## config.mk

```make
export PLATFORM = sky130hd
export DESIGN_NAME = snn_phase_seq_flat
export DESIGN_NICKNAME = d
export VERILOG_FILES = /design/src/rtl/snn_ctrl_pkg.sv /design/src/rtl/snn_phase_seq_if.sv /design/src/rtl/phase_timer.sv /design/src/rtl/snn_phase_seq.sv /design/src/flat_wrapper.sv
export SDC_FILE = /design/constraint.sdc
export NUM_CORES = 1
export LEC_CHECK = 0
export BUFFER_PORTS_ARGS = -buffer_cell sky130_fd_sc_hd__buf_2
export CORE_MARGIN = 2
export CORE_UTILIZATION = 45
export CTS_BUF_LIST = sky130_fd_sc_hd__clkbuf_8
export DETAILED_ROUTE_END_ITERATION = 10
export GPL_TIMING_DRIVEN = 0
export PLACE_DENSITY = 0.68
export SYNTH_ARGS = -nofsm -noshare
export SYNTH_HDL_FRONTEND = slang
export SYNTH_SLANG_ARGS = --single-unit
```

## constraint.sdc

```tcl
create_clock -name clk -period 3.65 [get_ports clk]
set_input_delay 0.5475 -clock clk [delete_from_list [all_inputs] [get_ports clk]]
set_output_delay 0.5475 -clock clk [all_outputs]
set_load 0.005 [all_outputs]
```

## src/rtl/snn_ctrl_pkg.sv

```systemverilog
// snn_ctrl_pkg
// Shared definitions for the SNN per-image phase sequencer: the FSM state
// encoding, the default threshold width, the threshold floor and the phase
// lengths, plus a helper that sizes the phase counters.
package snn_ctrl_pkg;

  // One image walks MAX -> LOAD -> RUN -> GAP; DONE closes a batch and
  // ERR parks the sequencer after a maxer watchdog timeout.
  typedef enum logic [2:0] {
    ST_IDLE = 3'd0,
    ST_MAX  = 3'd1,
    ST_LOAD = 3'd2,
    ST_RUN  = 3'd3,
    ST_GAP  = 3'd4,
    ST_DONE = 3'd5,
    ST_ERR  = 3'd6
  } phase_state_t;

  localparam int W_DEF       = 24;    // threshold width, Q12 fixed point
  localparam int TH_MIN_DEF  = 4096;  // 1.0 in Q12, floor for a zero threshold
  localparam int T_RUN_DEF   = 350;   // RUN length, one IPS step per cycle
  localparam int T_GAP_DEF   = 16;    // settle cycles between images
  localparam int NUM_IMG_DEF = 8;     // images per batch
  localparam int MAX_TO_DEF  = 256;   // maxer watchdog limit in cycles

  // Bits needed to hold n-1; never less than one, so a phase of length 1
  // still gets a real counter.
  function automatic int cnt_w(input int n);
    return (n <= 2) ? 1 : $clog2(n);
  endfunction

endpackage

```

## src/rtl/snn_phase_seq_if.sv

```systemverilog
// snn_phase_seq_if
// Bundle between the phase sequencer and the maxer.
//   maxing      : sequencer -> maxer, enables the maxer sweep
//   maxer_valid : maxer -> sequencer, result strobe
//   threshold   : maxer -> sequencer, W-bit Q12 result
//   mx_start    : maxer -> sequencer, maxer's start_ips_gen
//   mx_next     : maxer -> sequencer, maxer's next_ips_gen
// master = sequencer side, slave = maxer side.
interface snn_phase_seq_if #(
  parameter int W = snn_ctrl_pkg::W_DEF
);
  logic         maxing;
  logic         maxer_valid;
  logic [W-1:0] threshold;
  logic         mx_start;
  logic         mx_next;

  modport master (
    output maxing,
    input  maxer_valid, threshold, mx_start, mx_next
  );

  modport slave (
    input  maxing,
    output maxer_valid, threshold, mx_start, mx_next
  );
endinterface

```

## src/rtl/phase_timer.sv

```systemverilog
// phase_timer
// Loadable down-counter used to time one phase. Loading takes priority over
// counting; the count saturates at zero and expired is high while it is zero.
//   clk, rst : clock, synchronous active-high reset (count cleared)
//   load     : load load_val on the next edge
//   load_val : initial count, phase length minus one
//   expired  : count has reached zero
module phase_timer #(
  parameter int WIDTH = 8
) (
  input  logic             clk,
  input  logic             rst,
  input  logic             load,
  input  logic [WIDTH-1:0] load_val,
  output logic             expired
);

  logic [WIDTH-1:0] cnt_q, cnt_d;

  // Next count: reload when a phase starts, otherwise count down and stop
  // at zero so a stale timer never wraps into a bogus expiry later.
  always_comb begin
    cnt_d = cnt_q;
    if (load) begin
      cnt_d = load_val;
    end else if (cnt_q != '0) begin
      cnt_d = cnt_q - WIDTH'(1);
    end
  end

  // Count register.
  always_ff @(posedge clk) begin
    if (rst) begin
      cnt_q <= '0;
    end else begin
      cnt_q <= cnt_d;
    end
  end

  assign expired = (cnt_q == '0);

endmodule

```

## src/rtl/snn_phase_seq.sv

```systemverilog
// snn_phase_seq
// Per-image phase sequencer for the SNN core. Steps a batch of NUM_IMG images
// through MAX (maxer sweep), LOAD (threshold into the neurons), RUN (IPS
// generator window of T_RUN steps) and GAP (T_GAP settle cycles).
//   clk, rst         : clock, synchronous active-high reset
//   go, halt         : host start (IDLE only) and abort request
//   mx               : maxer bundle (maxing out; valid/threshold/start/next in)
//   ips_start/next   : IPS generator controls; maxer pass-through during MAX
//   th_out, th_load  : held threshold and its one-cycle load strobe
//   run_en           : neuron array enable
//   img_idx          : current image index
//   busy, done, err  : not idle, end-of-batch pulse, sticky watchdog error
module snn_phase_seq import snn_ctrl_pkg::*; #(
  parameter int W       = W_DEF,
  parameter int T_RUN   = T_RUN_DEF,
  parameter int T_GAP   = T_GAP_DEF,
  parameter int NUM_IMG = NUM_IMG_DEF,
  parameter int MAX_TO  = MAX_TO_DEF,
  parameter int TH_MIN  = TH_MIN_DEF
) (
  input  logic            clk,
  input  logic            rst,
  input  logic            go,
  input  logic            halt,
  snn_phase_seq_if.master mx,
  output logic            ips_start,
  output logic            ips_next,
  output logic [W-1:0]    th_out,
  output logic            th_load,
  output logic            run_en,
  output logic [7:0]      img_idx,
  output logic            busy,
  output logic            done,
  output logic            err
);

  localparam int WD_W  = cnt_w(MAX_TO);
  localparam int RUN_W = cnt_w(T_RUN);
  localparam int GAP_W = cnt_w(T_GAP);

  localparam logic [WD_W-1:0]  WD_INIT  = WD_W'(MAX_TO - 1);
  localparam logic [RUN_W-1:0] RUN_INIT = RUN_W'(T_RUN - 1);
  localparam logic [GAP_W-1:0] GAP_INIT = GAP_W'(T_GAP - 1);
  localparam logic [W-1:0]     TH_MIN_V = W'(TH_MIN);
  localparam logic [7:0]       LAST_IMG = 8'(NUM_IMG - 1);

  phase_state_t state_q, state_d;
  logic         maxing_q, maxing_d;
  logic         ips_start_q, ips_start_d;
  logic         ips_next_q, ips_next_d;
  logic [W-1:0] th_out_q, th_out_d;
  logic         th_load_q, th_load_d;
  logic         run_en_q, run_en_d;
  logic [7:0]   img_idx_q, img_idx_d;
  logic         busy_q, busy_d;
  logic         done_q, done_d;
  logic         err_q, err_d;
  logic         halt_pend_q, halt_pend_d;

  logic wd_load, run_load, gap_load;
  logic wd_expired, run_expired, gap_expired;

  phase_timer #(.WIDTH(WD_W)) u_wd_timer (
    .clk      (clk),
    .rst      (rst),
    .load     (wd_load),
    .load_val (WD_INIT),
    .expired  (wd_expired)
  );

  phase_timer #(.WIDTH(RUN_W)) u_run_timer (
    .clk      (clk),
    .rst      (rst),
    .load     (run_load),
    .load_val (RUN_INIT),
    .expired  (run_expired)
  );

  phase_timer #(.WIDTH(GAP_W)) u_gap_timer (
    .clk      (clk),
    .rst      (rst),
    .load     (gap_load),
    .load_val (GAP_INIT),
    .expired  (gap_expired)
  );

  // Next-state logic. Each timer is loaded on the edge that enters its
  // phase, so it reads zero in the phase's last cycle. A halt in MAX cannot
  // stop the maxer mid-sweep (it has no clear), so it is remembered and
  // honoured once the maxer reports. The outputs are derived from the next
  // state so they are registered yet line up with the state they describe.
  always_comb begin
    state_d     = state_q;
    th_out_d    = th_out_q;
    img_idx_d   = img_idx_q;
    halt_pend_d = halt_pend_q;
    wd_load     = 1'b0;
    run_load    = 1'b0;
    gap_load    = 1'b0;

    case (state_q)
      ST_IDLE: begin
        if (go && !halt) begin
          state_d     = ST_MAX;
          img_idx_d   = '0;
          wd_load     = 1'b1;
          halt_pend_d = 1'b0;
        end
      end
      ST_MAX: begin
        if (mx.maxer_valid) begin
          halt_pend_d = 1'b0;
          if (halt || halt_pend_q) begin
            state_d = ST_IDLE;
          end else begin
            state_d  = ST_LOAD;
            th_out_d = (mx.threshold == '0) ? TH_MIN_V : mx.threshold;
          end
        end else if (wd_expired) begin
          state_d     = ST_ERR;
          halt_pend_d = 1'b0;
        end else if (halt) begin
          halt_pend_d = 1'b1;
        end
      end
      ST_LOAD: begin
        state_d  = ST_RUN;
        run_load = 1'b1;
      end
      ST_RUN: begin
        if (halt) begin
          state_d = ST_IDLE;
        end else if (run_expired) begin
          state_d  = ST_GAP;
          gap_load = 1'b1;
        end
      end
      ST_GAP: begin
        if (halt) begin
          state_d = ST_IDLE;
        end else if (gap_expired) begin
          if (img_idx_q == LAST_IMG) begin
            state_d = ST_DONE;
          end else begin
            state_d   = ST_MAX;
            img_idx_d = img_idx_q + 8'd1;
            wd_load   = 1'b1;
          end
        end
      end
      ST_DONE: begin
        state_d = ST_IDLE;
      end
      ST_ERR: begin
        state_d = ST_ERR;
      end
      default: begin
        state_d = ST_IDLE;
      end
    endcase

    maxing_d    = (state_d == ST_MAX);
    th_load_d   = (state_d == ST_LOAD);
    run_en_d    = (state_d == ST_RUN);
    ips_next_d  = (state_d == ST_RUN);
    ips_start_d = (state_d == ST_RUN) && (state_q != ST_RUN);
    done_d      = (state_d == ST_DONE);
    err_d       = (state_d == ST_ERR);
    busy_d      = (state_d != ST_IDLE);
  end

  // State and registered outputs.
  always_ff @(posedge clk) begin
    if (rst) begin
      state_q     <= ST_IDLE;
      maxing_q    <= 1'b0;
      ips_start_q <= 1'b0;
      ips_next_q  <= 1'b0;
      th_out_q    <= '0;
      th_load_q   <= 1'b0;
      run_en_q    <= 1'b0;
      img_idx_q   <= '0;
      busy_q      <= 1'b0;
      done_q      <= 1'b0;
      err_q       <= 1'b0;
      halt_pend_q <= 1'b0;
    end else begin
      state_q     <= state_d;
      maxing_q    <= maxing_d;
      ips_start_q <= ips_start_d;
      ips_next_q  <= ips_next_d;
      th_out_q    <= th_out_d;
      th_load_q   <= th_load_d;
      run_en_q    <= run_en_d;
      img_idx_q   <= img_idx_d;
      busy_q      <= busy_d;
      done_q      <= done_d;
      err_q       <= err_d;
      halt_pend_q <= halt_pend_d;
    end
  end

  // During MAX the maxer owns the IPS generator; passing its strobes through
  // combinationally keeps them aligned with the maxer's own pipeline.
  assign ips_start = (state_q == ST_MAX) ? mx.mx_start : ips_start_q;
  assign ips_next  = (state_q == ST_MAX) ? mx.mx_next  : ips_next_q;

  assign mx.maxing = maxing_q;
  assign th_out    = th_out_q;
  assign th_load   = th_load_q;
  assign run_en    = run_en_q;
  assign img_idx   = img_idx_q;
  assign busy      = busy_q;
  assign done      = done_q;
  assign err       = err_q;

endmodule

```

## src/flat_wrapper.sv

```systemverilog
// flat-port wrapper written by rule: the top's interface ports become plain ports
module snn_phase_seq_flat import snn_ctrl_pkg::*;
#(
  parameter int W       = W_DEF,
  parameter int T_RUN   = T_RUN_DEF,
  parameter int T_GAP   = T_GAP_DEF,
  parameter int NUM_IMG = NUM_IMG_DEF,
  parameter int MAX_TO  = MAX_TO_DEF,
  parameter int TH_MIN  = TH_MIN_DEF
)
  (clk, rst, go, halt, ips_start, ips_next, th_out, th_load, run_en, img_idx, busy, done, err, mx_maxing, mx_maxer_valid, mx_threshold, mx_mx_start, mx_mx_next);
  snn_phase_seq_if #(.W(W)) mx_i ();
  input  logic clk;
  input  logic rst;
  input  logic go;
  input  logic halt;
  output logic ips_start;
  output logic ips_next;
  output logic [W-1:0] th_out;
  output logic th_load;
  output logic run_en;
  output logic [7:0] img_idx;
  output logic busy;
  output logic done;
  output logic err;
  output wire logic [$bits(mx_i.maxing)-1:0] mx_maxing;
  input wire logic [$bits(mx_i.maxer_valid)-1:0] mx_maxer_valid;
  input wire logic [$bits(mx_i.threshold)-1:0] mx_threshold;
  input wire logic [$bits(mx_i.mx_start)-1:0] mx_mx_start;
  input wire logic [$bits(mx_i.mx_next)-1:0] mx_mx_next;
  assign mx_maxing = mx_i.maxing;
  assign mx_i.maxer_valid = mx_maxer_valid;
  assign mx_i.threshold = mx_threshold;
  assign mx_i.mx_start = mx_mx_start;
  assign mx_i.mx_next = mx_mx_next;
  snn_phase_seq #(.W(W), .T_RUN(T_RUN), .T_GAP(T_GAP), .NUM_IMG(NUM_IMG), .MAX_TO(MAX_TO), .TH_MIN(TH_MIN)) u_core (.clk(clk), .rst(rst), .go(go), .halt(halt), .mx(mx_i), .ips_start(ips_start), .ips_next(ips_next), .th_out(th_out), .th_load(th_load), .run_en(run_en), .img_idx(img_idx), .busy(busy), .done(done), .err(err));
endmodule
```

==> flow_metrics.py <==
metrics = {
    "finish": {
        "fill_cells": 645,
        "final-seq-area_sq_um": 1280,
        "finalNetCount": 468,
        "drive_gt1_frac": 0.268,
        "antenna_cells": 0,
        "multi_input_area_sq_um": 1690,
        "layout-area-overhead-vs-synth_pct": 21.5,
    },
    "logic_synthesis": {
        "ys_seq_elements": 64,
        "async_reset_ff_frac": 0,
        "synth.area.top_cells": "dfxtp_1, a21oi_1, nand2_1",
        "synthesis.area_sq_um": 3090,
        "synth_nets": 388,
        "synth_flop_cell": "dfxtp_1",
        "synth_warnings": 0,
        "synth_seq_area_share": 0.415,
        "avgSynthCellArea_sq_um": 8.78,
        "yosys.cell_types.count": 65,
        "synth-edff-count": 0,
        "synth_top_area_frac": 0.415,
        "syn_inst": 352,
        "synth.largest_area_cell": "dfxtp_1",
    },
    "timing": {
        "clock_skew_ns": 0.00912,
        "worst_slew_pin_slew_ns": 0.794,
        "slew_headroom": 0.467,
        "fin_setup_tns_ns": 0,
        "grt_setup_unrepaired": "false",
        "min_period_ns": 2.44,
        "max_freq_mhz": 410,
        "slew_viol_final": 0,
        "hold_viol": 0,
        "setup_viol": 0,
        "timing.final.crit_share": 0.668,
    },
    "power": {
        "p_leak_nw": 1.53,
        "powerDensity_nw_per_um2": 601,
        "peakVddDrop_mv": 0.226,
        "fin_total_pwr_w": 0.00226,
    },
    "clock_network": {
        "htree_levels": 3,
        "ctsHoldBuffers": 0,
        "cts_root_buffer": "clkbuf_8",
        "cts_setup_buffers": 0,
        "cts_sinks": 64,
        "cts_buffers": 9,
        "clock_latency_ns": 0.34,
        "cts_tree": "done",
        "cts_buffer_depth": 2,
        "clk_pin_slew_worst_paths_ns": 0.08,
        "ctsResizeCount": 0,
    },
    "worst_setup_path": {
        "regToRegEndpoint": "u_core.img_idx[7]$_SDFFE_PP0P_",
        "required_ns": 3.10,
        "rr_startpoint": "u_core.img_idx[0]$_SDFFE_PP0P_",
        "crit_arrival_ns": 1.89,
        "ff2ff_path_depth": 5,
        "criticalPathCategory": "flip-flop to output port",
        "cp-start-kind": "flip-flop",
        "crit_path_max_fanout": 10,
        "crit_path_end_kind": "output port",
        "setup.worst_path.end": "ips_start",
        "crit_start": "u_core.state_q[1]$_SDFF_PP0_",
        "ff2ff_setup_slack_ns": 1.52,
    },
    "place": {
        "gp_congestion": 0.886,
        "dp_hpwl_mm": 5.51,
        "io_buffers": 69,
    },
    "worst_hold_path": {
        "hp-class": "input port to flip-flop",
    },
    "global_route": {
        "grt_pass1_vias": 2620,
        "grt_pass1_wl_mm": 12.3,
        "grt_overflow": 0,
        "antenna_found_initial": 0,
        "grt_start_max_net_pins": 13,
        "grt_use_total": 0.208,
    },
    "route": {
        "via_per_inst": 5.61,
        "firstDrtPassIters": 4,
        "wire_per_inst_microns": 14.8,
        "drtIter0Drc": 108,
        "ant_nets": 0,
        "drcViolationCount": 0,
        "vias": 2902,
        "routed_wl_mm": 7.63,
    },
    "die": {
        "rows": 30,
        "core_sq_um": 6720,
        "dieArea_sq_um": 7550,
        "start_util": 0.460,
        "ioPinCount": 71,
        "dieHeight_microns": 86.9,
        "die_width_microns": 86.9,
    },
    "run": {
        "cap_violations": 0,
    },
    "status": {
        "outcome": "finished clean",
    },
}
[per-layer routing]
| layer | up-vias | global-route usage | part of all wire |
|---|---|---|---|
| met3 | 18 | 0.0474 | 0.045 |
| met4 | 0 | 0.0980 | 0.028 |
| li1 | 1436 | - | - |
| met2 | 93 | 0.321 | 0.46 |
| met1 | 1355 | 0.275 | 0.47 |
| met5 | - | 0 | 0 |
[per-stage QoR]
step	cell area, sq um	setup slack, ns	hold WS, ns	instances	util
2_1_floorplan	3090	1.78	0.434	352	-
3_3_place_gp	3540	1.59	0.439	501	0.526
3_5_place_dp	3540	1.57	0.445	501	0.526
4_1_cts	3750	1.24	0.431	517	0.559
5_1_grt	3750	1.14	0.441	517	0.559
6_report	3750	1.21	0.441	517	0.559
[cell usage in the layout (no fill, tap or decap), types with 3 or more instances in the layout]
master and count:
ha_1 5, nand4_1 3, xor2_1 5, and2_1 3, o2111ai_1 4, nand2_1 63
mux2_2 4, mux2i_1 5, dfxtp_1 64, clkbuf_8 9, xnor2_1 5, nand3_1 7
nor3b_1 3, nor3_1 6, a311oi_1 5, nand2b_1 9, or2_2 3, nor2b_1 4
o21ai_0 3, nor2_1 13, a21oi_1 52, a31oi_1 6, buf_2 71, inv_1 9
nor4_1 7, clkbuf_1 12
[worst max-delay path, cell delays in order, from the launching register on]
cell      delay, ns
dfxtp_1        0.35
clkbuf_1       0.26
nor3b_1        0.44
mux2_2         0.38
buf_2          0.12
[power breakdown]
part / internal (W) / switching, W
registers: 0.000791 / 0.0000915
clock network: 0.000385 / 0.000292
logic: 0.000317 / 0.000378
[cell families (layout without fill, tap and decap cells)]
family / count (synthesis) / in the layout / share of synthesized area
buffers and inverters: 25 / 110 / 0.0372
XOR/XNOR: 10 / 10 / 0.0283
flip-flops: 64 / 64 / 0.415
AO/OA/AOI/OAI: 91 / 91 / 0.199
adder cells (fa/ha/maj): 5 / 5 / 0.0202
AND/OR/NAND/NOR: 148 / 148 / 0.270
multiplexers: 9 / 9 / 0.0308
[final cells by class]
type / instances / area share
buffer: 16 / 0.0217
clock buffer: 9 / 0.0330
clock inverter: 7 / 0.0253
inverter: 9 / 0.00900
multi-input combinational: 263 / 0.451
sequential: 64 / 0.341
tap: 80 / 0.0267
timing repair buffer: 69 / 0.0920
[synth_stat cells (3+ instances only)]
library cell	instances
o21ai_0	3
o2111ai_1	4
nand2b_1	9
nor4_1	7
dfxtp_1	64
xnor2_1	5
a21oi_1	52
mux2i_1	5
nand3_1	7
nor3_1	6
nand4_1	3
nor3b_1	3
a31oi_1	6
xor2_1	5
ha_1	5
or2_2	3
inv_1	9
a311oi_1	5
nand2_1	63
mux2_2	4
and2_1	3
nor2b_1	4
clkbuf_1	12
nor2_1	13
[flip-flops by register name (all words and copies together), names as in the netlist, 3 cells and up]
register	count
u_core.img_idx	8
u_core.state_q	3
u_core.th_out	24
u_core.u_gap_timer.cnt_q	4
u_core.u_run_timer.cnt_q	9
u_core.u_wd_timer.cnt_q	8
[how the worst min path moves through the flow]
stage                                          from                         endpoint  cells past startpoint
floorplan           u_core.halt_pend_q$_SDFFE_PP0P_  u_core.halt_pend_q$_SDFFE_PP0P_                      2
global placement     u_core.th_out[10]$_SDFFE_PP0P_   u_core.th_out[10]$_SDFFE_PP0P_                      2
detailed placement    u_core.th_out[4]$_SDFFE_PP0P_    u_core.th_out[4]$_SDFFE_PP0P_                      2
CTS                                mx_threshold[19]   u_core.th_out[19]$_SDFFE_PP0P_                      3
global route                       mx_threshold[20]   u_core.th_out[20]$_SDFFE_PP0P_                      3
finish                             mx_threshold[20]   u_core.th_out[20]$_SDFFE_PP0P_                      3
Power figures use the tool's default switching activity.
